<file path="src/rtl/digit_acc_sched_pkg.sv">
// Shared types and constants for the round-robin decimal accumulator scheduler.
package digit_acc_sched_pkg;

    localparam int unsigned DIGIT_MAX = 9;
    localparam int unsigned BCD_W     = 4;

    typedef enum logic [1:0] {
        IDLE  = 2'd0,
        ISSUE = 2'd1,
        WAIT  = 2'd2,
        RESP  = 2'd3
    } state_t;

endpackage

</file>
<file path="src/rtl/digit_acc_sched_rr_arbiter.sv">
// Combinational round-robin arbiter: first requester at or above ptr wins, wrapping to 0.
module digit_acc_sched_rr_arbiter #(
    parameter int unsigned N     = 2,
    parameter int unsigned IDX_W = (N > 1) ? $clog2(N) : 1
) (
    input  logic [N-1:0]     req,
    input  logic [IDX_W-1:0] ptr,
    output logic [N-1:0]     grant,
    output logic [IDX_W-1:0] idx
);

    // Wrapped requesters (below ptr) are picked first, then overridden by any at/above ptr.
    always_comb begin
        grant = '0;
        idx   = '0;
        for (int i = N - 1; i >= 0; i--) begin
            if (req[i] && (IDX_W'(i) < ptr)) begin
                grant    = '0;
                grant[i] = 1'b1;
                idx      = IDX_W'(i);
            end
        end
        for (int i = N - 1; i >= 0; i--) begin
            if (req[i] && (IDX_W'(i) >= ptr)) begin
                grant    = '0;
                grant[i] = 1'b1;
                idx      = IDX_W'(i);
            end
        end
    end

endmodule

</file>
<file path="src/rtl/digit_acc_sched.sv">
// Shares one two-digit decimal accumulator between NUM_REQ requesters, one op at a time.
module digit_acc_sched
    import digit_acc_sched_pkg::*;
#(
    parameter int unsigned NUM_REQ = 2,
    parameter int unsigned SETTLE  = 2
) (
    input  logic                     clk,
    input  logic                     rst_n,
    input  logic [NUM_REQ-1:0]       req_valid,
    input  logic [NUM_REQ-1:0]       req_sel,
    input  logic [BCD_W*NUM_REQ-1:0] req_data,
    output logic [NUM_REQ-1:0]       req_ready,
    output logic [NUM_REQ-1:0]       rsp_valid,
    output logic [BCD_W-1:0]         rsp_data,
    output logic                     rsp_err,
    output logic                     busy,
    output logic                     acc_select,
    output logic                     acc_add,
    output logic [BCD_W-1:0]         acc_data,
    input  logic [BCD_W-1:0]         acc_result
);

    localparam int unsigned IDX_W = (NUM_REQ > 1) ? $clog2(NUM_REQ) : 1;
    localparam int unsigned CNT_W = $clog2(SETTLE + 1);

    state_t             state, state_d;
    logic [IDX_W-1:0]   ptr, ptr_d;
    logic [IDX_W-1:0]   idx_q, idx_d;
    logic               sel_q, sel_d;
    logic [BCD_W-1:0]   data_q, data_d;
    logic [CNT_W-1:0]   cnt, cnt_d;

    logic [NUM_REQ-1:0] grant;
    logic [IDX_W-1:0]   win_idx;
    logic [BCD_W-1:0]   win_data;

    logic [NUM_REQ-1:0] rsp_valid_d;
    logic [BCD_W-1:0]   rsp_data_d;
    logic               rsp_err_d;
    logic               acc_select_d;
    logic               acc_add_d;
    logic [BCD_W-1:0]   acc_data_d;

    digit_acc_sched_rr_arbiter #(
        .N     (NUM_REQ),
        .IDX_W (IDX_W)
    ) u_arb (
        .req   (req_valid),
        .ptr   (ptr),
        .grant (grant),
        .idx   (win_idx)
    );

    assign win_data  = req_data[BCD_W*int'(win_idx) +: BCD_W];
    assign req_ready = (state == IDLE) ? grant : '0;

    always_ff @(posedge clk or negedge rst_n) begin
        if (!rst_n) begin
            state  <= IDLE;
            ptr    <= '0;
            idx_q  <= '0;
            sel_q  <= 1'b0;
            data_q <= '0;
            cnt    <= '0;
        end else begin
            state  <= state_d;
            ptr    <= ptr_d;
            idx_q  <= idx_d;
            sel_q  <= sel_d;
            data_q <= data_d;
            cnt    <= cnt_d;
        end
    end

    // Next state plus the values every registered output takes on the following cycle.
    always_comb begin
        state_d      = state;
        ptr_d        = ptr;
        idx_d        = idx_q;
        sel_d        = sel_q;
        data_d       = data_q;
        cnt_d        = cnt;
        rsp_valid_d  = '0;
        rsp_data_d   = rsp_data;
        rsp_err_d    = 1'b0;
        acc_select_d = acc_select;
        acc_add_d    = 1'b0;
        acc_data_d   = acc_data;

        case (state)
            IDLE: begin
                if (|grant) begin
                    idx_d  = win_idx;
                    sel_d  = req_sel[win_idx];
                    data_d = win_data;
                    ptr_d  = (win_idx == IDX_W'(NUM_REQ - 1)) ? '0 : win_idx + 1'b1;
                    if (win_data > BCD_W'(DIGIT_MAX)) begin
                        // Non-BCD addend: answer with an error, never touch the accumulator.
                        state_d     = RESP;
                        rsp_valid_d = grant;
                        rsp_err_d   = 1'b1;
                        rsp_data_d  = '0;
                    end else begin
                        state_d      = ISSUE;
                        acc_add_d    = 1'b1;
                        acc_select_d = req_sel[win_idx];
                        acc_data_d   = win_data;
                    end
                end
            end
            ISSUE: begin
                state_d = WAIT;
                cnt_d   = CNT_W'(SETTLE);
            end
            WAIT: begin
                if (cnt == CNT_W'(1)) begin
                    state_d     = RESP;
                    rsp_data_d  = acc_result;
                    rsp_valid_d = NUM_REQ'(1) << idx_q;
                end else begin
                    cnt_d = cnt - 1'b1;
                end
            end
            RESP: begin
                state_d = IDLE;
            end
            default: begin
                state_d = IDLE;
            end
        endcase
    end

    always_ff @(posedge clk or negedge rst_n) begin
        if (!rst_n) begin
            rsp_valid  <= '0;
            rsp_data   <= '0;
            rsp_err    <= 1'b0;
            busy       <= 1'b0;
            acc_select <= 1'b0;
            acc_add    <= 1'b0;
            acc_data   <= '0;
        end else begin
            rsp_valid  <= rsp_valid_d;
            rsp_data   <= rsp_data_d;
            rsp_err    <= rsp_err_d;
            busy       <= (state_d != IDLE);
            acc_select <= acc_select_d;
            acc_add    <= acc_add_d;
            acc_data   <= acc_data_d;
        end
    end

endmodule

</file>
<file path="config.mk">
export PLATFORM = sky130hd
export DESIGN_NAME = digit_acc_sched
export DESIGN_NICKNAME = d
export VERILOG_FILES = /design/src/rtl/digit_acc_sched_pkg.sv /design/src/rtl/digit_acc_sched_rr_arbiter.sv /design/src/rtl/digit_acc_sched.sv
export SDC_FILE = /design/constraint.sdc
export NUM_CORES = 1
export LEC_CHECK = 0
export CORE_MARGIN = 4
export CORE_UTILIZATION = 44
export DETAILED_ROUTE_END_ITERATION = 8
export PLACE_DENSITY = 0.77
export SLEW_MARGIN = 10
export SYNTH_ARGS = -nofsm -noshare
export SYNTH_HDL_FRONTEND = slang
export SYNTH_SLANG_ARGS = --single-unit
</file>
<file path="constraint.sdc">
create_clock -name clk -period 2.3 [get_ports clk]
set_input_delay 0.345 -clock clk [delete_from_list [all_inputs] [get_ports clk]]
set_output_delay 0.345 -clock clk [all_outputs]
set_load 0.01 [all_outputs]
</file>
# Yosys cells after proc, flatten, opt, wreduce, memory -nomap -nowiden
# Index checks and enable logic that the tools add are counted.
[op_classes] addsub=2 shift=2 n_eq_ne=8 bitwise_logic=1 n_mux=32 multipliers=0 n_div=0 n_reduce_logical=13 n_lt_le_gt_ge=6
[op_table] cell="$mux W2" n=12
[op_table] cell="$mux W1" n=13
[op_table] cell="$mux W4" n=3
[op_table] cell="$pmux W2 S2" n=2
[op_table] cell="$pmux W2 S4" n=1
[op_table] cell="$pmux W4 S2" n=1
[op_table] cell="$shiftx A8 B4 Y4" n=1
[op_table] cell="$reduce_bool A2 Y1" n=3
[op_table] cell="$eq A2 B1 Y1 const B" n=2
[op_table] cell="$eq A2 B2 Y1 const B" n=2
[op_table] cell="$gt A4 B4 Y1 const B" n=1
[op_table] cell="$logic_and A1 B1 Y1" n=4
[op_table] cell="$ne A2 B1 Y1 const B" n=2
[op_table] cell="$ne A2 B2 Y1 const B" n=2
[op_table] cell="$reduce_and A2 Y1" n=2
[op_table] cell="$reduce_and A4 Y1" n=1
[op_table] cell="$reduce_and A3 Y1" n=1
[op_table] cell="$ge A1 B1 Y1 const A" n=2
[op_table] cell="$logic_not A2 Y1" n=1
[op_table] cell="$lt A1 B1 Y1 const A" n=2
[op_table] cell="$lt A1 B2 Y1 const B" n=1
[op_table] cell="$reduce_or A2 Y1" n=1
[op_table] cell="$shl A1 B1 Y2 const A" n=1
[op_table] cell="$sub A2 B1 Y2 const B" n=1
[op_table] cell="2 further kinds" n=2
[word_totals] latchBits=0 input_bits=18 out_inout_bits=16 mem_bits_ro=0 register_bits=20 ram_bits=0 word_cells=75 memories=0

# Longest topological paths before layout
# Gate-level depths: netlist of run 1.
[logic_depth] depth_word=12 mapped_depth=7 ltp_nobuf=6

# Hierarchy
# A second synthesis of run 1 with hierarchy kept.
[unflattened] cells_unflattened=99 area_unflattened_um2=1033.5
[modules_own_cells] module="digit_acc_sched" seq_area_each_um2=500.5 cells_each=95 instances=1 area_each_um2=1007.2
[modules_own_cells] module="digit_acc_sched_rr_arbiter" seq_area_each_um2=0.0 cells_each=4 instances=1 area_each_um2=26.3

# Least setup slack after synthesis of run 1
# No wires, ideal clock.
[synth_path] kind="flip-flop to flip-flop" from="register state[1]" to="register acc_data[0]" arrival_time_ps=1590 n_path_buf=1 path_slack_ps=585 required_ps=2175 setup_ps=125 synth_period_minus_slack_ps=1715 path_stages_with_launch=7 path_cell_list="dfrtp_1 inv_1 ha_1 clkbuf_1 o21ai_2 nor3_4 mux2_2"
[synth_between] elab_chain_cells=2
[synth_lines] item="from (decl)" line="digit_acc_sched.sv:27" source="state_t state, state_d;"
[synth_lines] item="from (signal assigned)" line="digit_acc_sched.sv:67" source="state <= state_d;"
[synth_lines] item="$logic_not A2 Y1" line="digit_acc_sched.sv:91" source="case (state)"
[synth_lines] item="$reduce_and A3 Y1 (no source line)"
[synth_lines] item="to (signal assigned)" line="digit_acc_sched.sv:150" source="acc_data <= acc_data_d;"
[synth_lines] item="to (decl)" line="digit_acc_sched.sv:20" source="output logic [BCD_W-1:0] acc_data,"
# No other way between the ends.
# A chain may end at the register's enable or synchronous reset.

# Final worst setup path of run 1
[layout_path] from="register state[1]" to="output port req_ready[0]"
[layout_between] elab_chain_cells=2
[layout_lines] item="$logic_not A2 Y1" line="digit_acc_sched.sv:56" source="assign req_ready = (state == IDLE) ? grant : '0;"
[layout_lines] item="$mux W2" line="digit_acc_sched.sv:56"
[layout_lines] item="to (decl)" line="digit_acc_sched.sv:13" source="output logic [NUM_REQ-1:0] req_ready,"
# No other way between the ends.

==> metrics.yaml, run 1 <==
setup_path:
  startpoint_type: "flop"
  crit_fanout: 9
  crit_path_max_incr_delay_ns: 0.54
  cp-startpoint: "state[1]"
  setup.worst_path.class: "flop to primary output"
  timing.critical_path.cells: "inv_1 > ha_4 > nand3_1 > inv_1 > clkdlybuf4s50_1"
  timing.critical_path.mode_cell: "inv_1"
  worstPathRequired_ns: 1.96
  crit_slowest_cell: "clkdlybuf4s50_1"
  worst_setup_path_end_kind: "primary output"
  worst_ep_arrival_time_ns: 1.84
  reg_to_reg_startpoint: "state[0]"
min_path:
  hold_wc_path_type: "primary input to async pin"
placement:
  placement.cell_area_sq_um: 1390
  globalplace.congestion: 0.821
  dp.cells: 152
  portBuffers: 33
  hpwl_microns: 1590
  pre_cts_ws_ns: 0.160
die:
  core_area_sq_um: 2210
  initial_core_util_pct: 46.5
  floorplan.io_pins: 34
  floorplan.die.width_microns: 56.3
  die_area_sq_um: 3170
  die_height_microns: 56.3
  placement_rows: 17
drt:
  route.detailed.wl_per_inst_microns: 13.2
  postRouteWirelength_microns: 2060
  antenna_violating_nets_post_route: 0
  detailedRoute.firstPassIterationCount: 4
  via_per_inst: 5.06
  via_count: 789
  drt-initial-drc-count: 15
  drc_violations_left: 0
timing:
  worstMarginPinSlew_ns: 0.397
  min_period_over_period_pct: 94.8
  final_hold_slack_ns: 0.378
  clock-skew-final_ns: 0.00379
  maxSlewViolCount: 0
  finalHoldViolCount: 0
  final-setup-viol-count: 0
  finalSetupTns_ns: 0
  grt_setup_unrepaired: "no"
  finalCriticalPeriod_ns: 2.18
  max_freq_mhz: 459
  relSlewSlack_pct: 73.5
  timing.final.ws_setup_ns: 0.120
clock_tree:
  tritoncts.num_buffers: 3
  cts_sinks: 20
  postCtsResizedCells: 1
  clkSlewWorstSetupHoldPaths_ns: 0.11
  tritoncts: "built"
  buffer_levels_on_the_longest_clock_path: 2
  insertion_delay_ns: 0.30
  postCtsHoldBufs: 0
  number_of_buffers_inserted_to_repair_setup_after_cts: 0
  ctsRootBufferMaster: "clkbuf_4"
  ctsHtreeMaxLevel: 1
synthesis:
  synth_fp_nets: 115
  dominant_combinational_cell_family_by_area_after_synthesis: "multiplexers"
  synth_simple_gate_area_share_pct: 11.9
  synth_top_cells_by_area: "dfrtp_1, mux2_2, ha_1"
  synth_top_area_share_pct: 48.7
  synth-seq-area-share_pct: 48.7
  yosys.area.top_type: "dfrtp_1"
  syn_inst: 93
  syn_area_sq_um: 1030
  synthesis.area_per_instance_sq_um: 11.1
  ys_ff_latch: 20
  synthXorXnorAreaFrac_pct: 0.852
  yosys.cell_types.count: 28
  yosys_warn_count: 0
  area_fraction_in_compound_gates_after_synthesis_pct: 14.1
  muxShareOfSynthArea_pct: 14.7
  synth_fa_ha_area_share_pct: 4.87
run_status:
  outcome: "finished clean"
pwr:
  power.leakage_nw: 0.639
  finalPower_mw: 1.70
  p_per_area_nw_per_um2: 1180
  worst_ir_drop_vdd_v: 0.000771
layout:
  diodes_inserted: 0
  layout.cells.most_common_list: "clkdlybuf4s50_1, dfrtp_1, nand2_1"
  n_fill_cell: 172
  register_area_sq_um: 500
  mostFrequentLayoutCell: "clkdlybuf4s50_1"
  design_area_sq_um: 1440
  post-route-util_pct: 65.0
  area_of_the_multi_input_gates_sq_um: 490
  nets: 151
  fin_cells: 156
  areaGrowthSynthToFinish_pct: 39.8
  final_layout_size_suffix_gt1_share_pct: 17.2
global_routing:
  initial_antenna_violation_count: 0
  overall_overflow_remaining_after_global_route: 0
  first_pass_grt_wire_length_microns: 3480
  grt_pass1_vias: 782
  overall_global_routing_resource_usage_pct: 14.1
  maximum_number_of_pins_on_one_net_before_global_route_repair: 21
flow_run:
  drv_cap: 0
==> worst max-delay path: cells and delay by family, from the launching register on <==
family | cells | cell delay [ns]
buf+inv | 3 | 0.75
flops | 1 | 0.43
fa+ha+maj | 1 | 0.21
simple gates | 1 | 0.15
==> metal layers <==
metal / up-vias / wire [microns] / share of wire [%] / global-route usage [%]
met5: - / 0 / 0 / 0
met4: 0 / 17 / 0.83 / 6.10
met3: 4 / 209 / 10 / 4.37
met2: 36 / 882 / 43 / 22.9
met1: 361 / 948 / 46 / 17.1
li1: 388 / - / - / -
==> kinds of logic (layout without fill, tap and decap cells) <==
kind of cell,Yosys count,after routing
AO/OA/AOI/OAI,16,16
XOR/XNOR,1,1
adder cells (fa/ha/maj),4,4
buffers and inverters,13,48
flip-flops,20,20
multiplexers,14,14
AND/OR/NAND/NOR,25,25
==> cell type report <==
class,instances,area share (%)
repair buffers,34,23.5
inverters,10,2.61
flip-flops and latches,20,34.8
well taps,28,2.44
clock buffers,4,2.52
multi-input cells,60,34.1
==> flip-flops by register name (all words and copies together), names as in the netlist <==
name and count:
ptr 1, state 2, cnt 2, acc_select 1, idx_q 1, acc_data 4
acc_add 1, rsp_data 4, rsp_err 1, rsp_valid 2, busy 1
==> power by group <==
part	leakage [nW]	internal, mW	switching (mW)
clock network	0.0210	0.0965	0.106
logic	0.368	0.491	0.432
registers	0.250	0.495	0.0789
==> final timing paths <==
check                                to  slack (ns)  cells past startpoint
max in group asynchronous        cnt[1]        1.72                      2
min in group clk                    ptr        0.50                      2
min                            state[1]        0.38                      2
max reg2reg                 rsp_data[2]        0.57                      6
min reg2reg                         ptr        0.50                      2
max                        req_ready[0]        0.12                      5
==> cells in the mapped netlist, drive strengths merged <==
library cell and instances:
a22o 1, o31ai 2, a311o 1, o2111a 1, a21oi 4, nand3 3, dfrtp 20, nor2 5
nor3 3, ha 4, o21bai 1, xnor2 1, nor2b 2, mux2 9, clkbuf 3, o22ai 1
mux2i 5, o22a 1, a211oi 1, inv 10, o21ai 3, nand2b 1, nand2 11
Power figures use the tool's default switching activity.
==> run 2: changes to the inputs <==
- CORE_ASPECT_RATIO: unset -> 1.1
==> run 2 against run 1 <==
Effect of this change: final cell count is 1.9% higher; die area hardly changed; combinational power is 0.4% higher; sequential power hardly changed; utilization is 0.062 points lower.
==> metrics.yaml, run 2 (synthesized netlist as in run 1, its figures left out) <==
timing:
  maxSlewViolCount: 0  # unchanged
  final-setup-viol-count: 0  # unchanged
  max_freq_mhz: 465  # +1.5%
  final_hold_slack_ns: 0.370  # -0.00775 ns
  grt_setup_unrepaired: "no"
  min_period_over_period_pct: 93.4  # -1.4 points
  finalSetupTns_ns: 0  # unchanged
  timing.final.ws_setup_ns: 0.152  # +0.0319 ns
  relSlewSlack_pct: 72.7  # -0.87 points
  clock-skew-final_ns: 0.000954  # -0.00284 ns
  worstMarginPinSlew_ns: 0.410  # +0.0130 ns
  finalHoldViolCount: 0  # unchanged
  finalCriticalPeriod_ns: 2.15  # -0.0319 ns
layout:
  fin_cells: 159  # +1.9%
  register_area_sq_um: 500  # unchanged
  areaGrowthSynthToFinish_pct: 40.8
  layout_top_registers: "acc_data (4), rsp_data (4)"
  final_layout_size_suffix_gt1_share_pct: 17.8  # +0.64 points
  area_of_the_multi_input_gates_sq_um: 490  # unchanged
  mostFrequentLayoutCell: "clkdlybuf4s50_1"
  layout.cells.most_common_list: "clkdlybuf4s50_1, dfrtp_1, nand2_1"
  diodes_inserted: 0  # unchanged
  nets: 152  # +0.66%
  n_fill_cell: 169  # -1.7%
drt:
  via_count: 807  # +2.3%
  antenna_violating_nets_post_route: 0  # unchanged
  drc_violations_left: 0  # unchanged
  route.detailed.wl_per_inst_microns: 12.9  # -2.1%
  detailedRoute.firstPassIterationCount: 4  # unchanged
  postRouteWirelength_microns: 2050  # -0.19%
  drt-initial-drc-count: 6  # -9
  via_per_inst: 5.08  # +0.35%
pwr:
  power.leakage_nw: 0.644  # +0.75%
  finalPower_mw: 1.70  # about the same
  worst_ir_drop_vdd_v: 0.000717  # -7.1%
  p_per_area_nw_per_um2: 1170  # -0.71%
die:
  die_area_sq_um: 3180  # about the same
  die_height_microns: 58.7  # +4.2%
  placement_rows: 18  # +1
  floorplan.die.width_microns: 54.1  # -4.0%
  initial_core_util_pct: 46.1  # -0.37 points
  floorplan.io_pins: 34  # unchanged
  core_area_sq_um: 2230  # +0.79%
clock_tree:
  insertion_delay_ns: 0.29  # about the same
  postCtsHoldBufs: 0  # unchanged
  clkSlewWorstSetupHoldPaths_ns: 0.10  # about the same
  ctsRootBufferMaster: "clkbuf_4"
  buffer_levels_on_the_longest_clock_path: 2  # unchanged
  cts_sinks: 20  # unchanged
  ctsHtreeMaxLevel: 1  # unchanged
  tritoncts: "built"
  tritoncts.num_buffers: 3  # unchanged
global_routing:
  overall_overflow_remaining_after_global_route: 0  # unchanged
  grt_pass1_vias: 854  # +9.2%
  initial_antenna_violation_count: 0  # unchanged
  overall_global_routing_resource_usage_pct: 14.8  # +0.71 points
  maximum_number_of_pins_on_one_net_before_global_route_repair: 21  # unchanged
  first_pass_grt_wire_length_microns: 3500  # +0.60%
setup_path:
  worstPathRequired_ns: 1.96  # about the same
  timing.rr.end: "rsp_data[3]"
  worst_ep_arrival_time_ns: 1.80  # -0.04 ns
  reg2reg_depth: 6  # unchanged
  startpoint_type: "flop"
  worst_setup_path_end_kind: "primary output"
  reg_to_reg_startpoint: "state[0]"
  setup.worst_path.class: "flop to primary output"
  crit_fanout: 9  # unchanged
  r2r_setup_slack_ns: 0.52  # -0.05 ns
run_status:
  outcome: "finished clean"
placement:
  hpwl_microns: 1660  # +4.7%
  globalplace.congestion: 0.826  # +0.57%
  pre_cts_ws_ns: 0.198  # +0.0373 ns
  dp.cells: 155  # +2.0%
  portBuffers: 33  # unchanged
min_path:
  hold_wc_path_type: "primary input to async pin"
flow_run:
  drv_cap: 0  # unchanged
## run 2: cell count changes in the layout (fill, tap and decap cells not counted)
| cell | previous run | this run |
|---|---|---|
| buf_4 | 1 | 2 |
## run 2: worst max-delay path: stages, from the launching register on
cell	delay [ns]
dfrtp_1	0.43
inv_1	0.12
ha_4	0.20
nand3_1	0.15
inv_1	0.08
clkdlybuf4s50_1	0.53
## run 2: per-layer routing
layer	routed length [microns]	track usage, %	vias to the layer above	part of all wire, %
li1	-	-	392	-
met2	973	25.6	34	47
met3	160	3.80	4	7.8
met5	0	0	-	0
met1	882	17.6	377	43
met4	38	4.63	0	1.9
## run 2: worst max path at each step
stage                      start      endpoint  slack, ns  cells past startpoint
floorplan               state[1]   acc_data[0]       0.58                      6
global placement    req_valid[0]  req_ready[1]       0.22                      5
detailed placement  req_valid[0]  req_ready[1]       0.20                      5
CTS                     state[1]  req_ready[0]       0.06                      5
global route            state[1]  req_ready[0]       0.03                      5
finish                  state[1]  req_ready[0]       0.15                      5
## run 2: power by group
group          total (mW)  internal (mW)  switching [mW]
Sequential          0.576          0.495          0.0806
Combinational       0.927          0.493           0.433
Clock               0.197         0.0965           0.100
Total                1.70           1.09           0.614
## run 2: area by class of cell
class / count / share of cell area [%]
inverters: 10 / 2.59
well taps: 30 / 2.59
clock buffers: 4 / 2.51
multi-input cells: 60 / 33.9
flip-flops and latches: 20 / 34.6
repair buffers: 35 / 23.9
## run 2: timing repair
item	in CTS	in global routing
pin swaps	0	0
gates resized for setup	1	1
endpoints found under the setup margin	2	2
endpoints found under the hold margin	0	0
setup buffers	0	0
## run 2: through the flow
stage | utilization, % | cell area (sq um)
2_1_floorplan | - | 1030
3_3_place_gp | 62.7 | 1400
3_5_place_dp | 62.7 | 1400
4_1_cts | 64.5 | 1440
5_1_grt | 64.9 | 1450
6_report | 64.9 | 1450
==> run 3: changes to the inputs <==
- SKIP_LAST_GASP: unset -> 1
==> results of run 3 <==
The final DEF is identical to that of run 2; final timing and power are the same.
